**src/rtl/mem_access_ctrl_pkg.sv**
```systemverilog
// Shared definitions for the data-RAM load/store initiator: op and state encodings,
// big-endian byte-lane select constants, RAM strobe levels and small op decoders.
package mem_access_ctrl_pkg;

    typedef enum logic [2:0] {
        OpLb  = 3'd0,
        OpLbu = 3'd1,
        OpLh  = 3'd2,
        OpLhu = 3'd3,
        OpLw  = 3'd4,
        OpSb  = 3'd5,
        OpSh  = 3'd6,
        OpSw  = 3'd7
    } op_e;

    typedef enum logic [1:0] {
        StIdle   = 2'd0,
        StAccess = 2'd1,
        StResp   = 2'd2
    } state_e;

    // Lane 3 (bits 31:24) holds byte offset 0.
    localparam logic [3:0] SEL_B0   = 4'b1000;
    localparam logic [3:0] SEL_B1   = 4'b0100;
    localparam logic [3:0] SEL_B2   = 4'b0010;
    localparam logic [3:0] SEL_B3   = 4'b0001;
    localparam logic [3:0] SEL_HI   = 4'b1100;
    localparam logic [3:0] SEL_LO   = 4'b0011;
    localparam logic [3:0] SEL_W    = 4'b1111;
    localparam logic [3:0] SEL_NONE = 4'b0000;

    localparam logic CE_ON    = 1'b1;
    localparam logic CE_OFF   = 1'b0;
    localparam logic WE_WRITE = 1'b1;
    localparam logic WE_READ  = 1'b0;

    function automatic logic is_store(input logic [2:0] op);
        return (op == OpSb) || (op == OpSh) || (op == OpSw);
    endfunction

    function automatic logic is_misaligned(input logic [2:0] op, input logic [1:0] offset);
        case (op)
            OpLh, OpLhu, OpSh: return offset[0];
            OpLw, OpSw:        return offset != 2'b00;
            default:           return 1'b0;
        endcase
    endfunction

endpackage

```
**src/rtl/mem_lane_align.sv**
```systemverilog
// Combinational byte-lane mapper: lane select and store replication on the request side,
// load extraction with sign/zero extension on the response side (big-endian lanes).
module mem_lane_align
    import mem_access_ctrl_pkg::*;
(
    input  logic [2:0]  op,
    input  logic [1:0]  offset,
    input  logic [31:0] wdata,
    input  logic [31:0] rdata,
    output logic [3:0]  sel,
    output logic [31:0] wdata_rep,
    output logic [31:0] rdata_ext
);

    logic [3:0]  sel_b;
    logic [3:0]  sel_h;
    logic [7:0]  byte_val;
    logic [15:0] half_val;

    always_comb begin
        sel_b    = SEL_B0;
        byte_val = rdata[31:24];
        unique case (offset)
            2'd0: begin sel_b = SEL_B0; byte_val = rdata[31:24]; end
            2'd1: begin sel_b = SEL_B1; byte_val = rdata[23:16]; end
            2'd2: begin sel_b = SEL_B2; byte_val = rdata[15:8];  end
            2'd3: begin sel_b = SEL_B3; byte_val = rdata[7:0];   end
        endcase
        // offset[0] is deliberately ignored for halfwords.
        sel_h    = offset[1] ? SEL_LO : SEL_HI;
        half_val = offset[1] ? rdata[15:0] : rdata[31:16];
    end

    always_comb begin
        sel       = SEL_W;
        wdata_rep = wdata;
        rdata_ext = rdata;
        case (op)
            OpLb:  begin sel = sel_b; rdata_ext = {{24{byte_val[7]}}, byte_val}; end
            OpLbu: begin sel = sel_b; rdata_ext = {24'h0, byte_val}; end
            OpLh:  begin sel = sel_h; rdata_ext = {{16{half_val[15]}}, half_val}; end
            OpLhu: begin sel = sel_h; rdata_ext = {16'h0, half_val}; end
            OpSb:  begin sel = sel_b; wdata_rep = {4{wdata[7:0]}}; end
            OpSh:  begin sel = sel_h; wdata_rep = {2{wdata[15:0]}}; end
            default: ;
        endcase
    end

endmodule

```
**src/rtl/mem_access_ctrl.sv**
```systemverilog
// Single-outstanding load/store initiator for the data RAM (IDLE -> ACCESS -> RESP).
// Define ALIGN_CHECK_EN to reject misaligned half/word accesses with resp_err.
module mem_access_ctrl
    import mem_access_ctrl_pkg::*;
#(
    parameter int unsigned ADDR_W = 32
) (
    input  logic              clk,
    input  logic              rst,
    input  logic              req_valid,
    output logic              req_ready,
    input  logic [2:0]        req_op,
    input  logic [ADDR_W-1:0] req_addr,
    input  logic [31:0]       req_wdata,
    output logic              resp_valid,
    input  logic              resp_ready,
    output logic [31:0]       resp_rdata,
    output logic              resp_err,
    output logic              mem_ce,
    output logic              mem_we,
    output logic [ADDR_W-1:0] mem_addr,
    output logic [3:0]        mem_sel,
    output logic [31:0]       mem_wdata,
    input  logic [31:0]       mem_rdata
);

    state_e            state_q, state_d;
    logic [2:0]        op_q;
    logic [ADDR_W-1:0] addr_q;
    logic [31:0]       wdata_q;
    logic [31:0]       rdata_q;
    logic [ADDR_W-1:0] mem_addr_q;
    logic [31:0]       mem_wdata_q;
    logic              accept;
    logic              misaligned_req;
    logic [3:0]        lane_sel;
    logic [31:0]       lane_wdata;
    logic [31:0]       lane_rdata;

    assign req_ready  = (state_q == StIdle) && rst;
    assign accept     = req_valid && req_ready;
    assign resp_valid = (state_q == StResp);
    assign resp_rdata = rdata_q;

`ifdef ALIGN_CHECK_EN
    logic err_q;

    assign misaligned_req = is_misaligned(req_op, req_addr[1:0]);
    assign resp_err       = err_q;

    always_ff @(posedge clk) begin
        if (!rst) begin
            err_q <= 1'b0;
        end else if (accept) begin
            err_q <= misaligned_req;
        end
    end
`else
    assign misaligned_req = 1'b0;
    assign resp_err       = 1'b0;
`endif

    mem_lane_align u_lane_align (
        .op        (op_q),
        .offset    (addr_q[1:0]),
        .wdata     (wdata_q),
        .rdata     (mem_rdata),
        .sel       (lane_sel),
        .wdata_rep (lane_wdata),
        .rdata_ext (lane_rdata)
    );

    always_comb begin
        state_d = state_q;
        case (state_q)
            StIdle:   if (accept) state_d = misaligned_req ? StResp : StAccess;
            StAccess: state_d = StResp;
            StResp:   if (resp_ready) state_d = StIdle;
            default:  state_d = StIdle;
        endcase
    end

    // Strobes only in ACCESS; address and write data hold their last driven values.
    always_comb begin
        mem_ce    = CE_OFF;
        mem_we    = WE_READ;
        mem_sel   = SEL_NONE;
        mem_addr  = mem_addr_q;
        mem_wdata = mem_wdata_q;
        if (state_q == StAccess) begin
            mem_ce    = CE_ON;
            mem_we    = is_store(op_q) ? WE_WRITE : WE_READ;
            mem_sel   = lane_sel;
            mem_addr  = {addr_q[ADDR_W-1:2], 2'b00};
            mem_wdata = lane_wdata;
        end
    end

    always_ff @(posedge clk) begin
        if (!rst) begin
            state_q     <= StIdle;
            op_q        <= 3'd0;
            addr_q      <= '0;
            wdata_q     <= 32'h0;
            rdata_q     <= 32'h0;
            mem_addr_q  <= '0;
            mem_wdata_q <= 32'h0;
        end else begin
            state_q <= state_d;
            if (accept) begin
                op_q    <= req_op;
                addr_q  <= req_addr;
                wdata_q <= req_wdata;
                rdata_q <= 32'h0;
            end
            if (state_q == StAccess) begin
                mem_addr_q  <= mem_addr;
                mem_wdata_q <= mem_wdata;
                rdata_q     <= is_store(op_q) ? 32'h0 : lane_rdata;
            end
        end
    end

endmodule

```
**config.mk**
```make
export PLATFORM = sky130hd
export DESIGN_NAME = mem_access_ctrl
export DESIGN_NICKNAME = d
export VERILOG_FILES = /design/src/rtl/mem_access_ctrl_pkg.sv /design/src/rtl/mem_lane_align.sv /design/src/rtl/mem_access_ctrl.sv
export SDC_FILE = /design/constraint.sdc
export NUM_CORES = 1
export LEC_CHECK = 0
export CELL_PAD_IN_SITES_DETAIL_PLACEMENT = 1
export CELL_PAD_IN_SITES_GLOBAL_PLACEMENT = 1
export CORE_ASPECT_RATIO = 0.9
export CORE_MARGIN = 5
export CORE_UTILIZATION = 30
export CTS_CLUSTER_DIAMETER = 60
export DETAILED_ROUTE_END_ITERATION = 6
export DONT_BUFFER_PORTS = 1
export PLACE_DENSITY = 0.56
export SLEW_MARGIN = 10
export SYNTH_ARGS = -nofsm -noshare
export SYNTH_HDL_FRONTEND = slang
export SYNTH_HIERARCHICAL = 1
export SYNTH_SLANG_ARGS = --single-unit
```
**constraint.sdc**
```tcl
create_clock -name clk -period 2.6 [get_ports clk]
set_clock_uncertainty 0.2 [all_clocks]
set_input_delay 0.26 -clock clk [delete_from_list [all_inputs] [get_ports clk]]
set_output_delay 0.26 -clock clk [all_outputs]
set_load 0.01 [all_outputs]
```
; ---- Word-level counts from Yosys, hierarchy flattened
; Cells that the tools add are included.
[totals]
input_bits = 103
rom_bits = 0
ff_bits = 165
latch_bits = 0
n_memories = 0
elab_cells = 50
output_inout_bits = 105
ram_bits = 0
[op_classes]
n_eq_ne = 13
shifts = 0
mul = 0
order_cmp = 0
n_addsub = 0
reduce_logical = 11
mux = 19
div_mod_pow = 0
n_bitwise = 0
[ops]
columns = cell, count
row1 = 2-to-1 mux 32 bit, 5
row2 = one-hot mux 32 bit (4 select lines), 1
row3 = one-hot mux 32 bit (2 select lines), 1
row4 = one-hot mux 8 bit (4 select lines), 1
row5 = 2-to-1 mux 16 bit, 1
row6 = one-hot mux 4 bit (4 select lines), 1
row7 = "equality test 3 bit, second input constant", 3
row8 = 2-to-1 mux 4 bit, 2
row9 = one-hot mux 4 bit (2 select lines), 1
row10 = "equality test 2 bit, second input constant", 3
row11 = "equality test 3 x 2 -> 1 bit, second input constant", 2
row12 = one-hot mux 2 bit (3 select lines), 1
row13 = OR reduction 3 bit, 2
row14 = "equality test 2 x 1 -> 1 bit, second input constant", 2
row15 = logical NOT 2 bit, 2
row16 = 2-to-1 mux 2 bit, 2
row17 = "equality test 3 x 1 -> 1 bit, second input constant", 1
row18 = logical NOT 3 bit, 1
row19 = 2-to-1 mux 1 bit, 3
row20 = logical AND 1 bit, 2
row21 = logical OR 1 bit, 2
row22 = "!= test 2 x 1 -> 1 bit, second input constant", 1
row23 = "!= test 2 bit, second input constant", 1
row24 = AND reduction 2 bit, 1
row25 = nonzero test 2 bit, 1

; ---- Logic depth before layout (Yosys ltp)
; Gate-level depths: netlist of the first run.
[depth]
depth_word = 5
depth_mapped = 7
depth_no_buf = 5

; ---- Cells and area by module
; Netlist of the first run, hierarchy kept.
[by_module_without_submodules]
columns = module, cells_per_inst, area_each_um2, instances
row1 = mem_access_ctrl, 589, 6074.6, 1
row2 = mem_lane_align, 221, 1546.5, 1

; ---- Worst setup path before layout of the first run
; Ideal clock, no wire load.
[synth_path]
kind = register -> register
startpoint = register op_q[0]
endpoint = register mem_wdata_q[16]
path_stages_with_launch = 7
setup_ns = 0.115
path_slack_ns = 0.601
synth_period_minus_slack_ns = 1.999
t_arrival_ns = 1.684
required_ns = 2.285
n_path_buf = 1
cell_sequence = dfxtp_1 buf_2 xor2_1 nand2_1 mux2_2 mux2_4 and2_1
[synth_between]
elab_chain_cells = 3
[synth_rtl]
columns = element, line_no
row1 = start: declaration, mem_access_ctrl.sv:28  ; logic [2:0] op_q;
row2 = start signal: assignment, mem_access_ctrl.sv:111  ; op_q <= req_op;
row3 = equality test 3 bit, mem_lane_align.sv:38  ; case (op)
row4 = one-hot mux 32 bit (2 select lines) *, mem_lane_align.sv:38
row5 = via lane_wdata[16], mem_access_ctrl.sv:37  ; logic [31:0] lane_wdata;
row6 = 2-to-1 mux 32 bit *, mem_access_ctrl.sv:90  ; if (state_q == StAccess) begin
row7 = via mem_wdata[16], mem_access_ctrl.sv:23  ; output logic [31:0] mem_wdata,
row8 = end signal: assignment, mem_access_ctrl.sv:118  ; mem_wdata_q <= mem_wdata;
row9 = end: declaration, mem_access_ctrl.sv:33  ; logic [31:0] mem_wdata_q;
; Mark *: on every way through the listed nets, which the timed path passes. The rest lies on a longest branch.
; A chain may end at the register's enable or synchronous reset.

; ---- Worst setup path after layout of the first run
[layout_path]
startpoint = register op_q[0]
endpoint = output port mem_wdata[8]
[layout_between]
elab_chain_cells = 3
[layout_rtl]
columns = element, line_no
row1 = equality test 3 bit, mem_lane_align.sv:38
row2 = one-hot mux 32 bit (2 select lines) *, mem_lane_align.sv:38
row3 = via lane_wdata[8], mem_access_ctrl.sv:37
row4 = 2-to-1 mux 32 bit *, mem_access_ctrl.sv:90
row5 = end: declaration, mem_access_ctrl.sv:23
; Marks and branches as above.

==> impl_metrics.env, run 1 <==
export IMPL_cp_end_kind="output port"
export IMPL_p_leak_nw=4.02
export IMPL_routed_wl_um=25200
export IMPL_synthArstFlopShare=0
export IMPL_rsz0062_at_grt="false"
export IMPL_ys_seq_elements=165
export IMPL_r2r_cells=4
export IMPL_avgSynthCellArea_um2=9.41
export IMPL_pwr_share_comb=0.156
export IMPL_row_count=55
export IMPL_setup_violations=0
export IMPL_final_hold_viol_count=0
export IMPL_via_count=6246
export IMPL_crit_path_end="mem_wdata[8]"
export IMPL_use_met1=0.219
export IMPL_gr_usage_met2=0.271
export IMPL_die_area_um2=28700
export IMPL_cts_root_buffer="clkbuf_16"
export IMPL_netlist_area_leader_share=0.433
export IMPL_die_height_um=161
export IMPL_worst_pin_slew_ns=0.565
export IMPL_timing_final_crit_share=0.943
export IMPL_multi_input_area_um2=3830
export IMPL_power_frac_seq=0.423
export IMPL_clkPwrFrac=0.421
export IMPL_drv_slew=0
export IMPL_synthesis_area_um2=7620
export IMPL_numClockSinks=165
export IMPL_synth_area_leaders="dfxtp_1 43%, mux2_4 8.9%, nand2_1 7.3%, o21ai_0 5.9%, and2_1 5.6%"
export IMPL_status="finished clean"
export IMPL_antenna_found_initial=3
export IMPL_dp_hpwl_um=15300
export IMPL_cp_arrival_ns=1.99
export IMPL_power_switching_w=0.00170
export IMPL_numCtsBuffers=17
export IMPL_cts_clk_slew_worst_paths_ns=0.07
export IMPL_finalCriticalPeriod_ns=2.45
export IMPL_coreArea_um2=25100
export IMPL_reg2reg_slack_ns=0.30
export IMPL_ir_drop_mv=0.386
export IMPL_cp_max_fo=33
export IMPL_slew_headroom=0.622
export IMPL_finish_utilization=0.400
export IMPL_postRouteAntennaNets=0
export IMPL_drt_iter0_markers=283
export IMPL_drtPass1Iterations=4
export IMPL_clk_latency_ns=0.43
export IMPL_grt_overflow_total=0
export IMPL_grt_busiest_layer="met2"
export IMPL_timing_rr_start="state_q[0]"
export IMPL_yosys_warnings=6
export IMPL_start_util=0.303
export IMPL_grt_usage=0.171
export IMPL_area_growth_syn_to_layout_pct=31.9
export IMPL_drive_gt1_frac=0.155
export IMPL_whs_ns=0.0541
export IMPL_startpoint="op_q[0]"
export IMPL_p_int_w=0.00486
export IMPL_regArea_um2=3310
export IMPL_ys_types=42
export IMPL_routabilityCongestion=0.741
export IMPL_wl_per_cell_um=19.6
export IMPL_p_sw_frac=0.259
export IMPL_synth_cells=810
export IMPL_htree_num_levels=4
export IMPL_cp_start_kind="register"
export IMPL_use_met3=0.0648
export IMPL_io_buffers=0
export IMPL_hold_path_class="in2reg"
export IMPL_drcViolationCount=0
export IMPL_nets=1032
export IMPL_synth_nets=913
export IMPL_grt_pass1_wl_um=38500
export IMPL_drt_vias_per_instance=4.86
export IMPL_cts_tree="built"
export IMPL_grt_pass1_vias=6616
export IMPL_timing_rr_end="addr_q[10]"
export IMPL_ctsLongestPathBuffers=2
export IMPL_timing_fmax_mhz=408
export IMPL_fillers=2794
export IMPL_required_ns=2.14
export IMPL_critPathKind="reg2out"
export IMPL_ios=208
export IMPL_synth_top_area_cell="dfxtp_1"
export IMPL_ys_seq_area_frac=0.433
export IMPL_maxCapViolCount=0
export IMPL_synthFlopType="dfxtp_1"
export IMPL_grt_max_degree=80
export IMPL_p_per_area_nw_per_um2=652
export IMPL_synth_edf_count=0
export IMPL_die_x_um=178
export IMPL_tns_ns=0
-- worst min-delay path by stage --
stage / start / end / slack, ns / depth (start not counted)
2_1_floorplan: req_addr[0] / addr_q[0] / 0.17 / 2
3_3_place_gp: req_addr[17] / addr_q[17] / 0.17 / 2
3_5_place_dp: req_wdata[8] / wdata_q[8] / 0.18 / 2
4_1_cts: rst / state_q[1] / 0.02 / 2
5_1_grt: rst / mem_addr_q[8] / 0.05 / 2
6_report: rst / addr_q[2] / 0.05 / 3
-- cells by family after synthesis --
kind of cell              after synthesis  synth area share
buffers and inverters                  89            0.0644
muxes                                  82             0.147
and+or+nand+nor                       280             0.183
DFF                                   165             0.433
xor gates and xnor gates                1           0.00115
other                                   1          0.000492
AOI/OAI and AO/OA                     192             0.171
-- cells in the mapped netlist (2+ instances only) --
cell	n
o221a_2	8
inv_1	11
buf_4	12
a21oi_1	18
and2_1	68
buf_6	11
a22o_1	37
dfxtp_1	165
nor3b_1	11
or3b_2	3
o22a_1	5
a31oi_1	8
nand2b_1	3
a2bb2oi_1	5
o21a_1	2
clkbuf_1	33
mux2_4	45
a221o_1	10
a21boi_0	3
nand2_1	148
nand3b_1	2
mux2i_1	6
o21ai_0	90
mux2_2	28
nor2_1	13
buf_2	20
mux4_2	3
nor2b_1	26
and3_1	3
-- routing by layer --
layer	vias to the layer above	wire, µm
li1	3012	-
met1	3043	11200
met2	165	11600
met3	22	2100
met4	4	285
met5	-	31
-- sequential cells by signal (all words and copies together) (netlist names) --
| name | cells |
|---|---|
| mem_wdata_q | 32 |
| wdata_q | 32 |
| mem_addr_q | 32 |
| addr_q | 32 |
| state_q | 2 |
| op_q | 3 |
| resp_rdata | 32 |
-- power by group through the flow --
stage	clock network (W)	logic [W]	registers [W]
5_1_grt	0.00295	0.00112	0.00279
2_1_floorplan	0	0.000657	0.00279
4_1_cts	0.00285	0.00101	0.00278
3_5_place_dp	0	0.000757	0.00284
6_report	0.00276	0.00102	0.00277
3_3_place_gp	0	0.000746	0.00283
-- through the flow --
step | std cells | power (W) | setup WS, ns | cell area (µm²)
after floorplan | 810 | 0.00344 | 0.601 | 7620
after global placement | 1094 | 0.00358 | 0.389 | 7820
after detailed placement | 1094 | 0.00359 | 0.365 | 7820
after CTS | 1283 | 0.00664 | 0.0927 | 10000
after global routing | 1285 | 0.00686 | 0.0126 | 10100
final | 1285 | 0.00656 | 0.147 | 10100
-- cell usage in the layout (no fill, tap or decap), drive strengths merged, types with 2 or more instances in the layout --
| cell | synthesis | final |
|---|---|---|
| mux2 | 73 | 73 |
| dfxtp | 165 | 165 |
| nand2b | 3 | 3 |
| mux2i | 6 | 6 |
| a31oi | 8 | 8 |
| o221a | 8 | 8 |
| a21oi | 18 | 18 |
| a221o | 10 | 10 |
| nor3b | 11 | 11 |
| clkinv | 0 | 3 |
| bufinv | 0 | 4 |
| mux4 | 3 | 3 |
| buf | 43 | 21 |
| o22a | 5 | 5 |
| a22o | 37 | 37 |
| o21a | 2 | 2 |
| nor2b | 26 | 26 |
| clkinvlp | 0 | 2 |
| inv | 12 | 14 |
| o21ai | 90 | 90 |
| or3b | 3 | 3 |
| and3 | 3 | 3 |
| a21boi | 3 | 3 |
| dlygate4sd3 | 0 | 156 |
| a2bb2oi | 5 | 5 |
| nor2 | 13 | 13 |
| nand3b | 2 | 2 |
| and2 | 68 | 68 |
| clkbuf | 34 | 21 |
| nand2 | 148 | 148 |
-- area by class of cell --
type	count	share of cell area
Timing Repair Buffer	177	0.180
Sequential cell	165	0.329
Tap cell	342	0.0426
Clock buffer	21	0.0458
Antenna cell	1	0.000249
Clock inverter	11	0.0170
Inverter	12	0.00473
Multi-Input combinational cell	556	0.381
-- repair_timing --
| item | in CTS | in global routing |
|---|---|---|
| hold buffers | 157 | 0 |
| cloned | 0 | 0 |
| setup endpoints to repair | 9 | 1 |
| resized for setup | 2 | 0 |
| hold endpoints to repair | 165 | 0 |
| buffers inserted | 0 | 1 |
-- critical path, cell delays in order, from the launching register on --
cell	delay, ns
dfxtp_1	0.39
buf_4	0.32
nand3b_1	0.12
buf_4	0.20
o21ai_0	0.29
mux2_4	0.24
(Power assumes the default switching activity.)
==> run 2: changes to the inputs <==
--- a/config.mk
+++ b/config.mk
@@ -5,15 +5,13 @@
 export SDC_FILE = /design/constraint.sdc
 export NUM_CORES = 1
 export LEC_CHECK = 0
-export CELL_PAD_IN_SITES_DETAIL_PLACEMENT = 1
-export CELL_PAD_IN_SITES_GLOBAL_PLACEMENT = 1
 export CORE_ASPECT_RATIO = 0.9
 export CORE_MARGIN = 5
 export CORE_UTILIZATION = 30
 export CTS_CLUSTER_DIAMETER = 60
 export DETAILED_ROUTE_END_ITERATION = 6
 export DONT_BUFFER_PORTS = 1
-export PLACE_DENSITY = 0.56
+export PLACE_DENSITY = 0.46
 export SLEW_MARGIN = 10
 export SYNTH_ARGS = -nofsm -noshare
 export SYNTH_HDL_FRONTEND = slang
==> impl_metrics.env, run 2 (synthesis results as in run 1) <==
export IMPL_status="finished clean"
export IMPL_cp_max_fo=46
export IMPL_drive_gt1_frac=0.156
export IMPL_cts_clk_slew_worst_paths_ns=0.06
export IMPL_area_growth_syn_to_layout_pct=27.9
export IMPL_clk_latency_ns=0.43
export IMPL_ctsLongestPathBuffers=2
export IMPL_grt_overflow_total=0
export IMPL_die_area_um2=28700
export IMPL_required_ns=2.14
export IMPL_grt_max_degree=100
export IMPL_slew_headroom=0.656
export IMPL_timing_fmax_mhz=414
export IMPL_start_util=0.303
export IMPL_drt_iter0_markers=366
export IMPL_ios=208
export IMPL_numCtsBuffers=17
export IMPL_finalCriticalPeriod_ns=2.42
export IMPL_place_area_um2=7760
export IMPL_cts_root_buffer="clkbuf_16"
export IMPL_cts_tree="built"
export IMPL_cp_start_kind="register"
export IMPL_critPathKind="reg2out"
export IMPL_drcViolationCount=0
export IMPL_diodes=0
export IMPL_worst_slack_ns=0.183
export IMPL_grt_pass1_vias=5994
export IMPL_drtPass1Iterations=4
export IMPL_nets=1007
export IMPL_dp_hpwl_um=14500
export IMPL_p_leak_nw=3.85
export IMPL_cp_arrival_ns=1.96
export IMPL_wl_per_cell_um=18.4
export IMPL_grt_pass1_wl_um=36000
export IMPL_worst_pin_slew_ns=0.514
export IMPL_layout_cells_most_common="dfxtp_1"
export IMPL_ir_drop_mv=0.328
export IMPL_hold_path_class="in2reg"
export IMPL_antenna_found_initial=1
export IMPL_p_per_area_nw_per_um2=642
export IMPL_die_height_um=161
export IMPL_io_buffers=0
export IMPL_final_area_um2=9740
export IMPL_postRouteAntennaNets=0
export IMPL_via_count=5976
export IMPL_numClockSinks=165
export IMPL_coreArea_um2=25100
export IMPL_drt_vias_per_instance=4.75
export IMPL_final_cell_mix="164 x dfxtp_1, 147 x nand2_1, 133 x dlygate4sd3_1"
export IMPL_cp_end_kind="output port"
export IMPL_final_hold_viol_count=0
export IMPL_row_count=55
export IMPL_setup_violations=0
export IMPL_timing_final_crit_share=0.930
export IMPL_drv_slew=0
export IMPL_htree_num_levels=4
export IMPL_maxCapViolCount=0
export IMPL_grt_usage=0.159
export IMPL_routed_wl_um=23200
export IMPL_die_x_um=178
export IMPL_routabilityCongestion=0.768
export IMPL_place_ws_ns=0.456
-- run 2: cell types whose count changed in the layout (fill, tap and decap cells not counted) --
cell           before  now
dfxtp_4             1    0
clkbuf_1            2    3
diode_2             1    0
buf_4              14   13
clkinv_4            1    3
inv_8               0    1
dfxtp_2             0    1
clkinv_2            2    0
bufinv_16           4    1
buf_12              5    4
clkbuf_8            2    4
inv_6               2    1
dlygate4sd3_1     156  133
-- run 2: final cells by class --
type	count	area (µm²)
Fill cell	2516	15400
Multi-Input combinational cell	556	3830
Sequential cell	165	3300
Timing Repair Buffer	152	1550
Clock buffer	24	492
Tap cell	342	428
Clock inverter	8	91.3
Inverter	12	47.5
-- run 2: path summary, 6_finish.rpt --
path           startpoint             to  slack, ns  cells past startpoint
max reg2reg    state_q[0]     addr_q[27]       0.46                      4
min          mem_rdata[9]  resp_rdata[9]       0.03                      3
max               op_q[2]     mem_sel[1]       0.18                      5
min reg2reg     addr_q[5]      addr_q[5]       0.26                      2
-- run 2: worst max-delay path: stages, from the launching register on --
cell and delay (ns):
dfxtp_2 0.48, buf_12 0.26, nor3b_1 0.32, a21oi_1 0.09, o21ai_0 0.12, and2_1 0.27
-- run 2: what timing repair did --
action                     in CTS  in global routing
cloned                          0                  0
hold buffers                  134                  0
hold endpoints to repair      164                  0
resized for setup               1                  5
buffers inserted                0                  1
setup endpoints to repair       1                 20
-- run 2: power breakdown --
group          total, W  internal (W)  switching [W]
logic          0.000958      0.000491       0.000467
registers       0.00277       0.00266       0.000108
clock network   0.00253       0.00144        0.00109
-- run 2: metal layers --
metal / vias to the layer above / global-route usage / part of all wire
met1: 2825 / 0.220 / 0.48
met4: 2 / 0.0285 / 0.0053
met5: - / 0 / 0.00056
li1: 2971 / - / -
met2: 166 / 0.240 / 0.43
met3: 12 / 0.0599 / 0.084
-- run 2: through the flow --
step | power (W) | instances | hold WS (ns) | util | TNS (ns)
after floorplan | 0.00344 | 810 | 0.169 | - | 0
after global placement | 0.00356 | 1092 | 0.171 | 0.309 | 0
after detailed placement | 0.00357 | 1092 | 0.177 | 0.309 | 0
after CTS | 0.00635 | 1258 | 0.000107 | 0.387 | 0
after global routing | 0.00658 | 1259 | 0.0304 | 0.388 | -0.00683
final | 0.00626 | 1259 | 0.0260 | 0.388 | 0
